<file path="config.mk">
export PLATFORM = sky130hd
export DESIGN_NAME = wb_arbiter
export DESIGN_NICKNAME = d
export VERILOG_FILES = /design/src/rtl/wb_arbiter.sv
export SDC_FILE = /design/constraint.sdc
export NUM_CORES = 1
export LEC_CHECK = 0
export BUFFER_PORTS_ARGS = -buffer_cell sky130_fd_sc_hd__buf_2
export CAP_MARGIN = 0
export CELL_PAD_IN_SITES_DETAIL_PLACEMENT = 1
export CELL_PAD_IN_SITES_GLOBAL_PLACEMENT = 2
export CORE_MARGIN = 4
export CORE_UTILIZATION = 40
export CTS_BUF_LIST = sky130_fd_sc_hd__clkbuf_2 sky130_fd_sc_hd__clkbuf_4 sky130_fd_sc_hd__clkbuf_8
export CTS_CLUSTER_SIZE = 8
export DETAILED_ROUTE_END_ITERATION = 10
export GPL_TIMING_DRIVEN = 0
export HOLD_SLACK_MARGIN = 0.12
export PLACE_DENSITY = 0.79
export SYNTH_ARGS = -nofsm -noshare
export SYNTH_HDL_FRONTEND = slang
export SYNTH_SLANG_ARGS = --single-unit
</file>
<file path="constraint.sdc">
create_clock -name clk -period 3.6 [get_ports clk]
set_input_delay 0.36 -clock clk [delete_from_list [all_inputs] [get_ports clk]]
set_output_delay 0.36 -clock clk [all_outputs]
set_load 0.005 [all_outputs]
</file>
<file path="src/rtl/wb_arbiter.sv">
// rtl/wb_arbiter.sv - writeback arbiter: pipe results, long-latency FIFO, starvation stall, pending scoreboard
// Optional same-cycle lu bypass when the FIFO is empty: define WB_BYPASS_EN.
module wb_arbiter #(
    parameter int FIFO_DEPTH   = 4,
    parameter int STARVE_LIMIT = 8
) (
    input  logic                          clk,
    input  logic                          rst,
    input  logic                          pipe_valid,
    input  logic [4:0]                    pipe_rd,
    input  logic [31:0]                   pipe_data,
    input  logic                          lu_valid,
    output logic                          lu_ready,
    input  logic [4:0]                    lu_rd,
    input  logic [31:0]                   lu_data,
    input  logic                          issue_valid,
    input  logic [4:0]                    issue_rd,
    output logic                          write_reg,
    output logic [4:0]                    target_reg,
    output logic [31:0]                   write_rd_data,
    output logic [31:0]                   pending_mask,
    output logic                          pipe_stall,
    output logic [$clog2(FIFO_DEPTH):0]   fifo_count,
    output logic                          proto_err
);
    localparam int AW = $clog2(FIFO_DEPTH);
    localparam int SW = $clog2(STARVE_LIMIT + 1);

    logic [4:0]    fifo_rd_q   [FIFO_DEPTH];
    logic [31:0]   fifo_data_q [FIFO_DEPTH];
    logic [AW-1:0] wr_ptr_q, wr_ptr_d, rd_ptr_q, rd_ptr_d;
    logic [AW:0]   count_q, count_d;
    logic [SW-1:0] starve_q, starve_d;
    logic          stall_q, stall_d;
    logic          we_q, we_d;
    logic [4:0]    tgt_q, tgt_d;
    logic [31:0]   wdata_q, wdata_d;
    logic [31:0]   pend_q, pend_d;
    logic          perr_q, perr_d;

    logic slot_busy, fifo_nonempty, enq, deq, bypass;
    logic [4:0]  head_rd;
    logic [31:0] head_data;

    assign lu_ready      = (count_q < (AW+1)'(FIFO_DEPTH));
    assign fifo_nonempty = (count_q != '0);
    assign slot_busy     = pipe_valid && (pipe_rd != 5'd0) && !stall_q;
    assign head_rd       = fifo_rd_q[rd_ptr_q];
    assign head_data     = fifo_data_q[rd_ptr_q];
    // Entries are visible to dequeue only after their enqueue edge, so no pass-through.
    assign deq           = !slot_busy && fifo_nonempty;
`ifdef WB_BYPASS_EN
    assign bypass        = !slot_busy && !fifo_nonempty && lu_valid && lu_ready;
`else
    assign bypass        = 1'b0;
`endif
    assign enq           = lu_valid && lu_ready && !bypass;

    always_comb begin
        we_d     = 1'b0;
        tgt_d    = tgt_q;
        wdata_d  = wdata_q;
        pend_d   = pend_q;
        wr_ptr_d = wr_ptr_q;
        rd_ptr_d = rd_ptr_q;
        count_d  = count_q;
        starve_d = '0;
        stall_d  = 1'b0;
        perr_d   = perr_q || (pipe_valid && stall_q);

        if (slot_busy) begin
            we_d    = 1'b1;
            tgt_d   = pipe_rd;
            wdata_d = pipe_data;
        end else if (deq) begin
            if (head_rd != 5'd0) begin
                we_d          = 1'b1;
                tgt_d         = head_rd;
                wdata_d       = head_data;
                pend_d[head_rd] = 1'b0;
            end
        end else if (bypass) begin
            if (lu_rd != 5'd0) begin
                we_d          = 1'b1;
                tgt_d         = lu_rd;
                wdata_d       = lu_data;
                pend_d[lu_rd] = 1'b0;
            end
        end

        if (enq) wr_ptr_d = wr_ptr_q + AW'(1);
        if (deq) rd_ptr_d = rd_ptr_q + AW'(1);
        if (enq && !deq)      count_d = count_q + (AW+1)'(1);
        else if (!enq && deq) count_d = count_q - (AW+1)'(1);

        // A denied non-empty FIFO forces a one-cycle pipe stall after STARVE_LIMIT cycles.
        if (fifo_nonempty && !deq) begin
            starve_d = starve_q + SW'(1);
            stall_d  = (starve_q == SW'(STARVE_LIMIT - 1));
        end

        // New issue outranks a same-cycle retire of the same register.
        if (issue_valid && issue_rd != 5'd0) pend_d[issue_rd] = 1'b1;
        pend_d[0] = 1'b0;
    end

    always_ff @(posedge clk) begin
        if (!rst) begin
            wr_ptr_q <= '0;
            rd_ptr_q <= '0;
            count_q  <= '0;
            starve_q <= '0;
            stall_q  <= 1'b0;
            we_q     <= 1'b0;
            tgt_q    <= '0;
            wdata_q  <= '0;
            pend_q   <= '0;
            perr_q   <= 1'b0;
        end else begin
            wr_ptr_q <= wr_ptr_d;
            rd_ptr_q <= rd_ptr_d;
            count_q  <= count_d;
            starve_q <= starve_d;
            stall_q  <= stall_d;
            we_q     <= we_d;
            tgt_q    <= tgt_d;
            wdata_q  <= wdata_d;
            pend_q   <= pend_d;
            perr_q   <= perr_d;
        end
    end

    always_ff @(posedge clk) begin
        if (enq) begin
            fifo_rd_q[wr_ptr_q]   <= lu_rd;
            fifo_data_q[wr_ptr_q] <= lu_data;
        end
    end

    assign write_reg     = we_q;
    assign target_reg    = tgt_q;
    assign write_rd_data = wdata_q;
    assign pending_mask  = pend_q;
    assign pipe_stall    = stall_q;
    assign fifo_count    = count_q;
    assign proto_err     = perr_q;
endmodule

</file>
==> results of run 1 <==
## where the power goes
group	internal (W)	total, W	switching, W
clock	0.00137	0.00242	0.00105
combinational	0.000796	0.00183	0.00104
sequential	0.00320	0.00334	0.000143
total	0.00537	0.00759	0.00223
## through the flow
stage	hold WS, ps	std cells	setup WS (ps)	cell area [sq um]
floorplan	417.1	632	944.7	8976
global placement	425.3	1069	-78.24	10110
detailed placement	443.7	1073	-146.7	10230
CTS	124.0	1185	90.75	11430
global route	170.1	1184	196.7	11430
finish	158.3	1184	367.8	11430
## repair_timing
item | CTS | global route
endpoints found under the setup margin | 0 | 1
hold endpoints to repair | 149 | 0
hold buffers | 38 | 0
resized for setup | 0 | 0
## per-layer routing
layer,vias up,share of wire (%)
li1,2878,-
met1,3133,40
met2,190,52
met3,44,5.6
met4,2,1.6
met5,-,0.052
## worst reg2reg max path, delay by kind of cell, from the launching register on
| kind | cells | cell delay, ps |
|---|---|---|
| adder cells (fa/ha/maj) | 2 | 690 |
| AO/OA/AOI/OAI | 1 | 140 |
| XOR/XNOR | 1 | 170 |
| AND/OR/NAND/NOR | 3 | 1340 |
| flip-flops | 1 | 370 |
| buffers and inverters | 2 | 320 |
## cell families (layout without fill, tap and decap cells)
logic type               count (synthesis)  after routing  share of synthesized area [%]
multiplexers                            40             40                          9.618
AND/OR/NAND/NOR                        120            120                          6.984
AO/OA/AOI/OAI                          148            148                          9.758
adder cells (fa/ha/maj)                  7              7                          1.059
XOR/XNOR                                 7              7                         0.6830
other                                    1              1                        0.04178
buffers and inverters                   77            349                          3.610
flip-flops                             232            232                          68.25
## final timing paths
kind | from | to | slack, ps | depth (start not counted)
setup / recovery | pipe_valid | fifo_count[2] | 370 | 11
hold / removal | pipe_rd[2] | target_reg[2] | 160 | 3
hold reg to reg | write_rd_data[26] | write_rd_data[26] | 450 | 2
setup reg to reg | fifo_count[0] | fifo_count[2] | 500 | 9
## final cells by class
| type | count | share of cell area [%] |
|---|---|---|
| Clock inverter | 14 | 0.8102 |
| Inverter | 39 | 1.281 |
| Multi-Input combinational cell | 323 | 22.15 |
| Clock buffer | 60 | 6.405 |
| Buffer | 37 | 1.522 |
| Tap cell | 280 | 3.065 |
| Timing Repair Buffer | 199 | 11.17 |
| Sequential cell | 232 | 53.60 |
## Yosys cell counts (2+ instances only)
cell type and number:
sky130_fd_sc_hd__clkbuf_1 25, sky130_fd_sc_hd__xnor2_1 2, sky130_fd_sc_hd__buf_4 4, sky130_fd_sc_hd__and2_1 6, sky130_fd_sc_hd__ha_1 6, sky130_fd_sc_hd__or4_1 2
sky130_fd_sc_hd__dfxtp_1 84, sky130_fd_sc_hd__edfxtp_1 148, sky130_fd_sc_hd__inv_1 38, sky130_fd_sc_hd__o21ai_0 70, sky130_fd_sc_hd__mux4_2 37, sky130_fd_sc_hd__o211ai_1 16
sky130_fd_sc_hd__buf_2 4, sky130_fd_sc_hd__a211oi_1 31, sky130_fd_sc_hd__nor2_1 21, sky130_fd_sc_hd__nand3_1 5, sky130_fd_sc_hd__nand3b_1 4, sky130_fd_sc_hd__nand2_1 25
sky130_fd_sc_hd__o41ai_1 2, sky130_fd_sc_hd__nor2b_1 3, sky130_fd_sc_hd__xor2_1 5, sky130_fd_sc_hd__buf_1 3, sky130_fd_sc_hd__o21a_1 2, sky130_fd_sc_hd__buf_6 2
sky130_fd_sc_hd__nor3b_1 2, sky130_fd_sc_hd__nand4_1 3, sky130_fd_sc_hd__mux2i_1 3, sky130_fd_sc_hd__nand2b_1 3, sky130_fd_sc_hd__and3b_1 2, sky130_fd_sc_hd__or2_2 3
sky130_fd_sc_hd__or3_1 4, sky130_fd_sc_hd__a21oi_1 25, sky130_fd_sc_hd__nor3_1 33
==> impl_metrics.toml, run 1 <==
[layout]
fill_cells = 2229
finish.utilization_pct = 52.05
fraction_of_layout_instances_using_a_drive_strength_above_1_pct = 31.42
diodes = 0
top_register = "fifo_data_q"
largest_register_ffs = 128
mostFrequentLayoutCell = "sky130_fd_sc_hd__buf_2"
finish.net_count = 963
final-seq-area_sq_mm = 0.006126
area_of_combinational_cells_with_multiple_inputs_sq_mm = 0.002531
most-common-layout-cells = "sky130_fd_sc_hd__buf_2, sky130_fd_sc_hd__edfxtp_1, sky130_fd_sc_hd__dfxtp_1"
area_delta_synth_final_pct = 27.32

[sta]
final.period_utilization_pct = 89.78
maxSlewHeadroom_pct = 34.12
worst_pin_slew_ps = 986.1
minimum_period_implied_by_the_final_worst_setup_slack_ps = 3232
fmaxAchievable_mhz = 309.4
rsz0062_at_grt = "false"
finalSetupTns_ps = 0
timing_hold_violations_final = 0
setup_viol_count_final = 0
slew_viol_final = 0
clock_tree_skew_after_final_layout_ps = 20.94

[grt]
grt-ovfl-total = 0
global_route.usage.met1_pct = 25.23
overall_global_routing_usage_pct = 20.44
met3_usage_pct = 4.292
maximum_number_of_pins_on_one_net_before_global_route_repair = 20
first_global_vias = 6979
grt_first_pass_wirelength_um = 39270
gr-usage-met2_pct = 36.81
top_usage_layer = "met2"
antenna_found_initial = 1

[cts]
clk_pin_slew_worst_paths_ps = 60
htree_num_levels = 2
numClockSinks = 232
cts_tree = "yes"
ctsRootBufferMaster = "sky130_fd_sc_hd__clkbuf_8"
post-cts-setup-buffer-count = 0
clk_path_buf_depth = 3
cts_buffers = 40
clk_latency_ps = 530

[logic_synthesis]
post_synth_inst_count = 632
async_flop_share_pct = 0
synthesis.area_per_instance_sq_um = 14.20
synth_flop_cell = "sky130_fd_sc_hd__edfxtp_1"
synth_seq_area_share_pct = 68.25
synthTopCellsByArea = "sky130_fd_sc_hd__edfxtp_1, sky130_fd_sc_hd__dfxtp_1, sky130_fd_sc_hd__mux4_2"
syn-cell-area_sq_mm = 0.008976
yosysWarnings = 0
synth_top_area_share_pct = 49.51
postSynthNetCount = 723
synthDistinctLibCells = 42
netlist.top_cell.by_area = "sky130_fd_sc_hd__edfxtp_1"
synth_seq_cells = 232
synth_edf_count = 148

[power]
post-layout-total-power_w = 0.007594
worst_ir_drop_vdd_mv = 0.3207
standby_leakage_power_nw = 4.226
power.density_mw_per_mm2 = 664.5

[worst_setup_path]
cp.required_ps = 4050
crit_path_start_kind = "input pin"
worst_ep_arrival_time_ps = 3680
worstPathBufferInverterCount = 3
timing.critical_path.to_type = "flop"
critical_path.max_fanout = 15
critPathSlowestCell = "sky130_fd_sc_hd__nand2_1"
critical_path.max_stage_delay_ps = 690
path_delay_family = "simple AND/OR/NAND/NOR gates"
category_of_the_critical_setup_timing_path = "in2reg"
path_cells = "dlygate4sd3_1 -> buf_2 -> nor2b_1 -> o21ai_0 -> nand2_1 -> ha_1 -> inv_1 -> fa_1 -> xor2_1 -> or3_1 -> a21oi_1"

[run_status]
status = "complete, no violations"

[routing]
drt_first_iter_violations = 302
route.final.wire_length_um = 25130
antenna_violating_nets_post_route = 0
vias_per_cell = 5.276
drt-pass1-iter-count = 5
routed_wire_length_per_instance_um = 21.23
dr_total_vias = 6247
route.detailed.drc = 0

[flow_run]
cap_violations = 0

[placement]
routabilityCongestion = 0.8213
hpwl_reported_at_the_end_of_detailed_placement_um = 17360
port_buffers = 157

[die]
die_h_um = 157.8
dieArea_sq_mm = 0.02490
standard_cell_row_count = 54
design.core.area_sq_mm = 0.02196
chipWidth_um = 157.8
start_util_pct = 40.88
floorplan.io_pins = 160

[hold_path]
timing.hold.worst.class = "in2reg"
(Power assumes the default switching activity.)
==> run 2, diff against run 1 <==
--- a/config.mk
+++ b/config.mk
@@ -7,10 +7,10 @@
 export LEC_CHECK = 0
 export BUFFER_PORTS_ARGS = -buffer_cell sky130_fd_sc_hd__buf_2
 export CAP_MARGIN = 0
-export CELL_PAD_IN_SITES_DETAIL_PLACEMENT = 1
-export CELL_PAD_IN_SITES_GLOBAL_PLACEMENT = 2
+export CELL_PAD_IN_SITES_DETAIL_PLACEMENT = 0
+export CELL_PAD_IN_SITES_GLOBAL_PLACEMENT = 1
 export CORE_MARGIN = 4
-export CORE_UTILIZATION = 40
+export CORE_UTILIZATION = 47
 export CTS_BUF_LIST = sky130_fd_sc_hd__clkbuf_2 sky130_fd_sc_hd__clkbuf_4 sky130_fd_sc_hd__clkbuf_8
 export CTS_CLUSTER_SIZE = 8
 export DETAILED_ROUTE_END_ITERATION = 10
==> constraint.sdc (replaced) <==
create_clock -name clk -period 3.6 [get_ports clk]
set_input_delay 0.36 -clock clk [delete_from_list [all_inputs] [get_ports clk]]
set_output_delay 0.36 -clock clk [all_outputs]
set_load 0.01 [all_outputs]
==> run 2 against run 1 <==
  * Sequential power about the same
  * Via count increased by 0.56%
  * Critical path depth increased by 1
  * Fmax decreased by 4.6%
  * Register-to-register slack got worse by 160 ps
  * Largest power group unchanged
  * Cell area decreased by 0.50%
  * Wire length decreased by 11%
  * Non-clock buffer count increased by 1
  * Flip-flop and latch count unchanged
  * Final cell count decreased by 4.0%
  * Global-route usage increased by 0.14 points
==> impl_metrics.toml, run 2 (same netlist as run 1, synthesis figures left out) <==
[run_status]
status = "complete, no violations"

[flow_run]
cap_violations = 0

[grt]
grt_first_pass_wirelength_um = 34980
first_global_vias = 6406
maximum_number_of_pins_on_one_net_before_global_route_repair = 34
grt-ovfl-total = 0
overall_global_routing_usage_pct = 20.59
antenna_found_initial = 1

[sta]
setup_viol_count_final = 0
timing_hold_violations_final = 0
worst_pin_slew_ps = 860.1
finalSetupTns_ps = 0
fmaxAchievable_mhz = 295.2
clock_tree_skew_after_final_layout_ps = 13.54
maxSlewHeadroom_pct = 42.53
slew_viol_final = 0
rsz0062_at_grt = "false"
final.period_utilization_pct = 94.10
minimum_period_implied_by_the_final_worst_setup_slack_ps = 3387

[worst_setup_path]
critical_path.max_stage_delay_ps = 520
worst-r2r-cell-count = 10
reg2reg_setup_slack_ps = 340
worstPathBufferInverterCount = 4
critPathSlowestCell = "sky130_fd_sc_hd__dlygate4sd3_1"
path_delay_family = "buffers and inverters"
timing.critical_path.to_type = "flop"
path_cells = "dlygate4sd3_1 -> buf_2 -> nor2b_1 -> o21ai_0 -> nand2_1 -> clkbuf_1 -> ha_1 -> inv_1 -> fa_1 -> xor2_1 -> or3_1 -> a21oi_1"
crit_path_start_kind = "input pin"
category_of_the_critical_setup_timing_path = "in2reg"
r2r_end = "fifo_count[2]"
critical_path.max_fanout = 10
timing.rr.start = "fifo_count[0]"
worst_ep_arrival_time_ps = 3830
cp.required_ps = 4050

[routing]
route.detailed.drc = 0
drt_first_iter_violations = 435
routed_wire_length_per_instance_um = 19.69
drt-pass1-iter-count = 5
vias_per_cell = 5.525
antenna_violating_nets_post_route = 0
route.final.wire_length_um = 22390
dr_total_vias = 6282

[die]
die_h_um = 146.2
dieArea_sq_mm = 0.02137
design.core.area_sq_mm = 0.01877
floorplan.io_pins = 160
chipWidth_um = 146.2
start_util_pct = 47.83
standard_cell_row_count = 50

[cts]
ctsRootBufferMaster = "sky130_fd_sc_hd__clkbuf_8"
clk_pin_slew_worst_paths_ps = 60
cts_buffers = 39
post-cts-setup-buffer-count = 0
htree_num_levels = 2
clk_path_buf_depth = 3
cts_tree = "yes"
numClockSinks = 232
clk_latency_ps = 520

[placement]
routabilityCongestion = 0.8225
port_buffers = 157
hpwl_reported_at_the_end_of_detailed_placement_um = 15210

[power]
standby_leakage_power_nw = 4.242
worst_ir_drop_vdd_mv = 0.4014
power.density_mw_per_mm2 = 674.2

[layout]
diodes = 0
mostFrequentLayoutCell = "sky130_fd_sc_hd__buf_2"
top_register = "fifo_data_q"
area_delta_synth_final_pct = 26.68
largest_register_ffs = 128
finish.net_count = 963
fraction_of_layout_instances_using_a_drive_strength_above_1_pct = 32.12
most-common-layout-cells = "sky130_fd_sc_hd__buf_2, sky130_fd_sc_hd__edfxtp_1, sky130_fd_sc_hd__dfxtp_1"
finish.utilization_pct = 60.59

[hold_path]
min_to = "write_rd_data[12]"
timing.hold.worst.class = "in2reg"
hold_path.startpoint = "pipe_data[12]"
hold_path_depth = 3
==> run 2: cell count changes in the layout (fill, tap and decap cells not counted), sizes merged <==
cell and delta:
clkinv -7, inv +1, clkinvlp -2, clkbuf +7
==> run 2: routing by layer <==
metal | vias up | global-route usage, % | part of all wire, %
met3 | 47 | 4.935 | 8.0
met1 | 3079 | 28.06 | 43
met2 | 271 | 33.18 | 47
met5 | - | 0 | 0.031
li1 | 2883 | - | -
met4 | 2 | 6.162 | 2.3
==> run 2: area by class of cell <==
cell class	count	area, sq um
timing repair buffer	199	1246
buffer	38	177.7
multi-input combinational	323	2531
inverter	39	146.4
tap	234	292.8
clock inverter	6	61.31
sequential	232	6126
fill	1496	7397
clock buffer	66	789.5
==> run 2: metrics by stage <==
| step | cells | area, sq um | hold slack (ps) | setup slack, ps | power [W] |
|---|---|---|---|---|---|
| floorplan | 632 | 8976 | 417.1 | 920.4 | 0.004566 |
| global placement | 1023 | 10050 | 426.5 | 265.3 | 0.005125 |
| detailed placement | 1027 | 10140 | 443.8 | 235.1 | 0.005212 |
| CTS | 1137 | 11370 | 158.9 | 252.9 | 0.007724 |
| global route | 1137 | 11370 | 163.5 | 8.691 | 0.008065 |
| finish | 1137 | 11370 | 182.4 | 212.6 | 0.007666 |
==> run 2: worst max-delay path by stage <==
stage | startpoint | end | cells past startpoint
after detailed placement | pipe_valid | fifo_count[2] | 11
final | pipe_valid | fifo_count[2] | 12
after global routing | pipe_valid | fifo_count[2] | 12
after CTS | pipe_valid | fifo_count[2] | 12
after global placement | pipe_valid | fifo_count[2] | 11
after floorplan | fifo_count[0] | fifo_count[2] | 10
==> run 2: report_power, final <==
part           leakage [nW]  switching [W]  internal (W)
clock                 0.456        0.00103       0.00146
combinational          1.74        0.00106      0.000789
sequential             2.04       0.000141       0.00319
==> run 2: tightest hold or removal path: cells and delay by family <==
kind            cells  cell delay [ps]
buf+inv             1               90
compound gates      2              200
==> run 2: timing repair <==
action                    4_1_cts  5_1_grt
gates resized for setup         0        0
hold buffers                   38        0
hold endpoints to repair      149        0
